**src/rtl/ysyx_24070016_lsu_pkg.sv**
```systemverilog
// Shared definitions for the load/store unit: funct3 memory-op encodings,
// completion error codes and the transaction state type.
package ysyx_24070016_lsu_pkg;

    localparam logic [2:0] OP_B  = 3'b000;
    localparam logic [2:0] OP_H  = 3'b001;
    localparam logic [2:0] OP_W  = 3'b010;
    localparam logic [2:0] OP_BU = 3'b100;
    localparam logic [2:0] OP_HU = 3'b101;

    typedef enum logic [1:0] {
        ERR_OK      = 2'b00,
        ERR_ALIGN   = 2'b01,
        ERR_BUS     = 2'b10,
        ERR_TIMEOUT = 2'b11
    } lsu_err_e;

    typedef enum logic [1:0] {
        IDLE,
        REQ,
        WAIT,
        DONE
    } lsu_state_e;

    // Zero-extending loads have no store counterpart.
    function automatic logic is_load_only(input logic [2:0] op);
        return (op == OP_BU) || (op == OP_HU);
    endfunction

endpackage

```
**src/rtl/ysyx_24070016_lsu_if.sv**
```systemverilog
// Data-memory bus: one request channel (valid/ready) and a single-cycle
// response pulse. The LSU is the master.
interface ysyx_24070016_lsu_if;

    logic        bus_req_valid;
    logic        bus_req_ready;
    logic        bus_req_wen;
    logic [31:0] bus_req_addr;
    logic [31:0] bus_req_wdata;
    logic [3:0]  bus_req_wstrb;
    logic        bus_resp_valid;
    logic [31:0] bus_resp_rdata;
    logic        bus_resp_err;

    modport master (
        output bus_req_valid, bus_req_wen, bus_req_addr, bus_req_wdata, bus_req_wstrb,
        input  bus_req_ready, bus_resp_valid, bus_resp_rdata, bus_resp_err
    );

    modport slave (
        input  bus_req_valid, bus_req_wen, bus_req_addr, bus_req_wdata, bus_req_wstrb,
        output bus_req_ready, bus_resp_valid, bus_resp_rdata, bus_resp_err
    );

endinterface

```
**src/rtl/ysyx_24070016_lsu_align.sv**
```systemverilog
// Byte-lane steering for the LSU: store strobes/data placement, load data
// extraction with sign/zero extension, and alignment/opcode legality.
module ysyx_24070016_lsu_align
    import ysyx_24070016_lsu_pkg::*;
(
    input  logic [2:0]  op,
    input  logic [1:0]  addr_lo,
    input  logic [31:0] wdata,
    input  logic [31:0] rdata,
    output logic [3:0]  wstrb,
    output logic [31:0] lane_wdata,
    output logic [31:0] ext_rdata,
    output logic        misaligned
);

    logic [4:0]  sh;
    logic [15:0] d;

    assign sh         = {addr_lo, 3'b000};
    assign d          = 16'(rdata >> sh);
    assign lane_wdata = wdata << sh;

    always_comb begin
        wstrb      = '0;
        ext_rdata  = '0;
        misaligned = 1'b0;
        case (op)
            OP_B: begin
                wstrb     = 4'b0001 << addr_lo;
                ext_rdata = {{24{d[7]}}, d[7:0]};
            end
            OP_BU: begin
                wstrb     = 4'b0001 << addr_lo;
                ext_rdata = {24'b0, d[7:0]};
            end
            OP_H: begin
                wstrb      = 4'b0011 << addr_lo;
                ext_rdata  = {{16{d[15]}}, d};
                misaligned = addr_lo[0];
            end
            OP_HU: begin
                wstrb      = 4'b0011 << addr_lo;
                ext_rdata  = {16'b0, d};
                misaligned = addr_lo[0];
            end
            OP_W: begin
                wstrb      = '1;
                ext_rdata  = rdata;
                misaligned = |addr_lo;
            end
            default: misaligned = 1'b1;
        endcase
    end

endmodule

```
**src/rtl/ysyx_24070016_lsu.sv**
```systemverilog
// Load/store unit: single outstanding memory transaction from EXU to the
// data bus, with alignment checking, response timeout and result hand-off to WBU.
module ysyx_24070016_lsu
    import ysyx_24070016_lsu_pkg::*;
#(
    parameter int unsigned TIMEOUT = 255
) (
    input  logic                      clk,
    input  logic                      rst_n,
    input  logic                      in_valid,
    output logic                      in_ready,
    input  logic                      in_wren,
    input  logic [2:0]                in_op,
    input  logic [31:0]               in_addr,
    input  logic [31:0]               in_wdata,
    input  logic [4:0]                in_rd,
    ysyx_24070016_lsu_if.master       bus,
    output logic                      out_valid,
    input  logic                      out_ready,
    output logic [31:0]               out_rdata,
    output logic [4:0]                out_rd,
    output logic [1:0]                out_err
);

    lsu_state_e  state_q, state_d;
    lsu_err_e    err_q, err_d;
    logic [15:0] cnt_q, cnt_d;
    logic [31:0] rdata_q, rdata_d;
    logic        wren_q;
    logic [2:0]  op_q;
    logic [31:0] addr_q;
    logic [31:0] wdata_q;
    logic [4:0]  rd_q;
    logic        capture;

    logic [2:0]  sel_op;
    logic [1:0]  sel_lo;
    logic [3:0]  wstrb;
    logic [31:0] lane_wdata;
    logic [31:0] ext_rdata;
    logic        misaligned;
    logic        illegal;

    // One align unit serves both the accept-time legality check (live inputs
    // in IDLE) and the later bus/response stages (latched op and address).
    assign sel_op = (state_q == IDLE) ? in_op        : op_q;
    assign sel_lo = (state_q == IDLE) ? in_addr[1:0] : addr_q[1:0];

    ysyx_24070016_lsu_align u_align (
        .op         (sel_op),
        .addr_lo    (sel_lo),
        .wdata      (wdata_q),
        .rdata      (bus.bus_resp_rdata),
        .wstrb      (wstrb),
        .lane_wdata (lane_wdata),
        .ext_rdata  (ext_rdata),
        .misaligned (misaligned)
    );

    assign illegal = misaligned | (in_wren & is_load_only(in_op));

    always_comb begin
        state_d = state_q;
        err_d   = err_q;
        cnt_d   = cnt_q;
        rdata_d = rdata_q;
        capture = 1'b0;
        case (state_q)
            IDLE: begin
                if (in_valid) begin
                    capture = 1'b1;
                    cnt_d   = '0;
                    rdata_d = '0;
                    if (illegal) begin
                        err_d   = ERR_ALIGN;
                        state_d = DONE;
                    end else begin
                        err_d   = ERR_OK;
                        state_d = REQ;
                    end
                end
            end
            REQ: begin
                if (bus.bus_req_ready) begin
                    cnt_d   = '0;
                    state_d = WAIT;
                end
            end
            WAIT: begin
                // A response in the timeout cycle still completes normally.
                if (bus.bus_resp_valid) begin
                    state_d = DONE;
                    if (bus.bus_resp_err) begin
                        err_d   = ERR_BUS;
                        rdata_d = '0;
                    end else begin
                        err_d   = ERR_OK;
                        rdata_d = wren_q ? '0 : ext_rdata;
                    end
                end else if (cnt_q == 16'(TIMEOUT - 1)) begin
                    err_d   = ERR_TIMEOUT;
                    rdata_d = '0;
                    state_d = DONE;
                end else begin
                    cnt_d = cnt_q + 16'd1;
                end
            end
            DONE: begin
                if (out_ready) state_d = IDLE;
            end
            default: state_d = IDLE;
        endcase
    end

    always_ff @(posedge clk or negedge rst_n) begin
        if (!rst_n) begin
            state_q <= IDLE;
            err_q   <= ERR_OK;
            cnt_q   <= '0;
            rdata_q <= '0;
            wren_q  <= 1'b0;
            op_q    <= '0;
            addr_q  <= '0;
            wdata_q <= '0;
            rd_q    <= '0;
        end else begin
            state_q <= state_d;
            err_q   <= err_d;
            cnt_q   <= cnt_d;
            rdata_q <= rdata_d;
            if (capture) begin
                wren_q  <= in_wren;
                op_q    <= in_op;
                addr_q  <= in_addr;
                wdata_q <= in_wdata;
                rd_q    <= in_rd;
            end
        end
    end

    assign in_ready          = (state_q == IDLE);
    assign bus.bus_req_valid = (state_q == REQ);
    assign bus.bus_req_wen   = (state_q == REQ) & wren_q;
    assign bus.bus_req_addr  = (state_q == REQ) ? {addr_q[31:2], 2'b00} : '0;
    assign bus.bus_req_wdata = ((state_q == REQ) && wren_q) ? lane_wdata : '0;
    assign bus.bus_req_wstrb = ((state_q == REQ) && wren_q) ? wstrb : '0;

    assign out_valid = (state_q == DONE);
    assign out_rdata = (state_q == DONE) ? rdata_q : '0;
    assign out_rd    = (state_q == DONE) ? rd_q : '0;
    assign out_err   = (state_q == DONE) ? err_q : ERR_OK;

endmodule

```
**src/flat_wrapper.sv**
```systemverilog
// flat-port wrapper written by rule: the top's interface ports become plain ports
module ysyx_24070016_lsu_flat import ysyx_24070016_lsu_pkg::*;
#(
    parameter int unsigned TIMEOUT = 255
)
  (clk, rst_n, in_valid, in_ready, in_wren, in_op, in_addr, in_wdata, in_rd, out_valid, out_ready, out_rdata, out_rd, out_err, bus_bus_req_valid, bus_bus_req_wen, bus_bus_req_addr, bus_bus_req_wdata, bus_bus_req_wstrb, bus_bus_req_ready, bus_bus_resp_valid, bus_bus_resp_rdata, bus_bus_resp_err);
  ysyx_24070016_lsu_if bus_i ();
  input  logic clk;
  input  logic rst_n;
  input  logic in_valid;
  output logic in_ready;
  input  logic in_wren;
  input  logic [2:0] in_op;
  input  logic [31:0] in_addr;
  input  logic [31:0] in_wdata;
  input  logic [4:0] in_rd;
  output logic out_valid;
  input  logic out_ready;
  output logic [31:0] out_rdata;
  output logic [4:0] out_rd;
  output logic [1:0] out_err;
  output wire logic [$bits(bus_i.bus_req_valid)-1:0] bus_bus_req_valid;
  output wire logic [$bits(bus_i.bus_req_wen)-1:0] bus_bus_req_wen;
  output wire logic [$bits(bus_i.bus_req_addr)-1:0] bus_bus_req_addr;
  output wire logic [$bits(bus_i.bus_req_wdata)-1:0] bus_bus_req_wdata;
  output wire logic [$bits(bus_i.bus_req_wstrb)-1:0] bus_bus_req_wstrb;
  input wire logic [$bits(bus_i.bus_req_ready)-1:0] bus_bus_req_ready;
  input wire logic [$bits(bus_i.bus_resp_valid)-1:0] bus_bus_resp_valid;
  input wire logic [$bits(bus_i.bus_resp_rdata)-1:0] bus_bus_resp_rdata;
  input wire logic [$bits(bus_i.bus_resp_err)-1:0] bus_bus_resp_err;
  assign bus_bus_req_valid = bus_i.bus_req_valid;
  assign bus_bus_req_wen = bus_i.bus_req_wen;
  assign bus_bus_req_addr = bus_i.bus_req_addr;
  assign bus_bus_req_wdata = bus_i.bus_req_wdata;
  assign bus_bus_req_wstrb = bus_i.bus_req_wstrb;
  assign bus_i.bus_req_ready = bus_bus_req_ready;
  assign bus_i.bus_resp_valid = bus_bus_resp_valid;
  assign bus_i.bus_resp_rdata = bus_bus_resp_rdata;
  assign bus_i.bus_resp_err = bus_bus_resp_err;
  ysyx_24070016_lsu #(.TIMEOUT(TIMEOUT)) u_core (.clk(clk), .rst_n(rst_n), .in_valid(in_valid), .in_ready(in_ready), .in_wren(in_wren), .in_op(in_op), .in_addr(in_addr), .in_wdata(in_wdata), .in_rd(in_rd), .bus(bus_i), .out_valid(out_valid), .out_ready(out_ready), .out_rdata(out_rdata), .out_rd(out_rd), .out_err(out_err));
endmodule
```
**config.mk**
```make
export PLATFORM = sky130hd
export DESIGN_NAME = ysyx_24070016_lsu_flat
export DESIGN_NICKNAME = d
export VERILOG_FILES = /design/src/rtl/ysyx_24070016_lsu_pkg.sv /design/src/rtl/ysyx_24070016_lsu_if.sv /design/src/rtl/ysyx_24070016_lsu_align.sv /design/src/rtl/ysyx_24070016_lsu.sv /design/src/flat_wrapper.sv
export SDC_FILE = /design/constraint.sdc
export NUM_CORES = 1
export LEC_CHECK = 0
export ABC_AREA = 1
export CAP_MARGIN = 40
export CORE_MARGIN = 2
export CORE_UTILIZATION = 30
export CTS_CLUSTER_SIZE = 8
export DETAILED_ROUTE_END_ITERATION = 10
export DONT_BUFFER_PORTS = 1
export PLACE_DENSITY = 0.55
export SLEW_MARGIN = 10
export SYNTH_ARGS = -nofsm -noshare
export SYNTH_HDL_FRONTEND = slang
export SYNTH_HIERARCHICAL = 1
export SYNTH_SLANG_ARGS = --single-unit
```
**constraint.sdc**
```tcl
create_clock -name clk -period 2.85 [get_ports clk]
set_input_delay 0.855 -clock clk [delete_from_list [all_inputs] [get_ports clk]]
set_output_delay 0.855 -clock clk [all_outputs]
set_load 0.03 [all_outputs]
```
==> out/qor_table.md <==
| Quantity | Value |
|---|---|
| Status | complete, but fails checks |
| Failing checks | negative setup slack |
| Most area-consuming cells after synthesis | dfrtp_1 (38%), nand2_1 (14%), mux2_2 (9.4%) |
| Relative slew slack | 55.07% |
| Post-detail-place hpwl | 17.57 mm |
| Seq/Total Area, Yosys | 38.36% |
| Maximum level of the CTS H-tree | 4 |
| Number of cells on the worst reg-to-reg path | 19 |
| Worst-path clk slew | 70 ps |
| Max VDD drop | 581.6 uV |
| Final number of setup-violating endpoints | 36 |
| Growth of design area from synthesis to finish | 23.76% |
| Cell area after layout | 10090 sq um |
| Via count of the first global-routing pass | 7109 |
| Initial standard-cell utilization of the core | 30.43% |
| Setup ws final | -222.3 ps |
| Total of fill cells in the finished design | 2863 |
| Number of maximum-capacitance violations | 0 |
| Final critical delay including setup and external delays | 3072 ps |
| Number of antenna violations at the first check in global routing | 4 |
| Final weighted congestion of routability-driven global placement | 0.8763 |
| Mapped Avg Cell Area | 7.198 sq um |
| Number of clock buffers inserted by TritonCTS | 17 |
| Post-layout total power | 12.67 mW |
| Layout Skew | 12.52 ps |
| Fraction of layout instances using a drive strength above 1 | 26.86% |
| Top-level port count | 223 |
| Worst r2r dst | u_core/rdata_q[30] |
| Average wire per cell in the routed design | 16.41 microns |
| Buffering stage count on the worst path with inverters included | 6 |
| TritonCTS clock tree | built |
| Number of pins exceeding their max-slew limit in the final report | 0 |
| Count of warnings emitted by yosys | 6 |
| Top library cells by usage in the layout, fill and taps aside | nand2_1 (290), inv_1 (184), dfrtp_1 (125) |
| Share of the clock period used by the worst path after layout | 107.8% |
| Origin of the critical flop-to-flop path | u_core/state_q[0] |
| Residual DRC | 0 |
| Maximum number of pins on one net before global-route repair | 126 |
| RSZ-0062 raised after global routing | yes |
| Detailed Routing Iterations Pass 1 | 6 |
| Share of Yosys cell area claimed by the top area cell type | 38.36% |
| Row count | 60 |
| Nets@finish | 1287 |
| Crit path capture type | output port |
| Drt first-iter violations | 528 |
| Power per cell area | 1255 nW/um^2 |
| Drt total wl | 24.98 mm |
| Core area | 26800 sq um |
| Number of sinks driven by the clock tree | 125 |
| Chip width | 168.9 microns |
| Arrival time at the worst endpoint | 2220 ps |
| Least-Margin Pin Slew | 671.5 ps |
| Remaining global-route overflow | 0 |
| HP Class | in -> async |
| Non-Filler Instances | 1522 |
| Multi-input combinational cell area | 4380 sq um |
| Synthesized instance count | 1133 |
| Crit start category | flip-flop |
| Register area | 3128 sq um |
| Static Leak | 5.189 nW |
| Maximum number of buffers from clock root to sink | 2 |
| Distinct cells, synth | 35 |
| Most common library cell in the layout ignoring fill and taps | nand2_1 |
| Cell family with most CP delay | buffers and inverters |
| Worst-skew pair later-pin latency | 430 ps |
| Classification of the worst setup path | reg -> out |
| Die extent in y | 168.9 microns |
| Count of endpoints failing hold in the final timing report | 0 |
| Maximum net fanout on the critical path | 8 |
| Placement-stage cell area | 8977 sq um |
| CTS hold repair buffers | 0 |
| Total global-route track usage | 17.89% |
| Clock Tree Root | clkbuf_16 |
| Yosys reg bits | 125 |
| Die Footprint | 28520 sq um |
| Largest area contributor in the netlist | dfrtp_1 |
| First-pass GRT wire length | 39.85 mm |
| FF-to-FF setup slack | 270 ps |
| Number of placed instances with taps included | 1468 |
| Chain of cells forming the critical path | inv_2 > ha_4 > inv_8 > nand2_4 > o21ai_4 > buf_12 > buf_12 > nor2_4 > buf_6 > nand2_2 > o221ai_2 > inv_2 > nor2_4 |
| Data required time of the critical path | 2000 ps |
| Post-detailed-route count of antenna-violating nets | 0 |
| Maximum achievable frequency | 325.5 MHz |
| Via Count | 7134 |
| Count of buffers from port buffering | 0 |
| Peak per-stage delay on the critical path | 390 ps |
| Critical-path top delay cell | dfrtp_1 |
| Via-to-Cell Ratio | 4.687 |
| Cell area after synthesis | 8155 sq um |
[power by group]
group          total, mW  leakage (nW)  switching, mW  internal (mW)
clock network       2.15         0.272          0.989           1.16
registers           2.82          1.58          0.427           2.40
logic               7.70          3.33           4.87           2.82
total               12.7          5.19           6.29           6.38
[per-layer routing]
| layer | GRT usage (%) | share of wire [%] | vias up |
|---|---|---|---|
| li1 | - | - | 3554 |
| met4 | 5.697 | 1.8 | 4 |
| met1 | 22.78 | 43 | 3306 |
| met3 | 5.237 | 6.8 | 33 |
| met5 | 0 | 0.11 | - |
| met2 | 29.24 | 48 | 237 |
[Yosys cell counts]
master,number
nand2_1,308
inv_1,200
dfrtp_1,125
nor2_1,123
nand3_1,93
mux2_2,68
o21ai_0,61
buf_2,26
nand3_2,21
clkbuf_1,19
a21oi_1,11
buf_4,8
ha_1,8
nand2_2,8
o221ai_1,8
buf_6,7
inv_2,5
o21bai_1,5
nand4_1,4
nor2_4,3
nor3_1,3
o21ai_1,3
buf_8,2
nand2_4,2
or2_2,2
a21o_1,1
a31oi_1,1
buf_1,1
conb_1,1
nand3b_1,1
nand3b_4,1
o211ai_1,1
o21a_1,1
o21ai_4,1
or2_1,1
[worst max path at each step]
stage                      startpoint                     to  depth (start not counted)
finish              u_core/state_q[0]  bus_bus_req_wdata[22]                         13
detailed placement         in_addr[0]  bus_bus_req_wdata[27]                          9
CTS                 u_core/state_q[1]  bus_bus_req_wdata[27]                         11
global placement           in_addr[0]  bus_bus_req_wdata[27]                          9
floorplan           u_core/state_q[1]   bus_bus_req_wstrb[3]                         12
global route        u_core/state_q[0]  bus_bus_req_wdata[31]                         13
[timing repair]
item	in CTS	in global routing
cloned	0	1
gates resized for setup	57	60
setup endpoints to repair	36	36
pin swaps	14	53
setup buffers	17	3
[sequential cells by signal, indices dropped and copies added, names as in the netlist]
register and cells:
u_core/addr_q 32, u_core/cnt_q 16, u_core/err_q 2, u_core/op_q 3, u_core/rd_q 5, u_core/rdata_q 32, u_core/state_q 2, u_core/wdata_q 32
u_core/wren_q 1
[area by class of cell]
type	count	share of cell area [%]
Multi-Input combinational cell	741	43.40
Sequential cell	125	30.99
Timing Repair Buffer	77	7.909
Inverter	205	7.797
Tap cell	341	4.227
Clock buffer	17	4.215
Clock inverter	15	1.438
Antenna cell	1	0.02479
[worst register-to-register path: stages, from the launching register on]
cell	delay (ps)
dfrtp_1	390
inv_2	80
ha_4	170
inv_8	60
o21ai_4	160
buf_12	150
buf_12	130
buf_4	110
buf_4	250
nand2_1	90
nand2_1	70
nand2_1	40
nand2_1	100
nand2_2	70
buf_12	160
nand3_1	70
inv_1	40
nor2_1	120
nand3_1	130
nand2_1	110
[cells by family after synthesis]
group | Yosys count | share of synthesized area, %
flip-flops | 125 | 38.36
AO/OA/AOI/OAI | 93 | 6.475
buffers and inverters | 268 | 14.02
multiplexers | 68 | 9.389
other | 1 | 0.04598
adder cells (fa/ha/maj) | 8 | 1.227
AND/OR/NAND/NOR | 570 | 30.48
[through the flow]
stage	hold WS (ps)	worst slack, ps	TNS (ps)	utilization (%)
finish	127.8	-222.3	-6079	37.66
global route	98.02	-354.5	-11020	37.65
CTS	104.6	-221.3	-5756	36.82
detailed placement	458.0	-33.74	-33.74	33.50
global placement	455.1	-10.79	-10.79	33.50
floorplan	441.7	-43.20	-362.4	-
No activity file was read; power rests on OpenSTA's default activity.
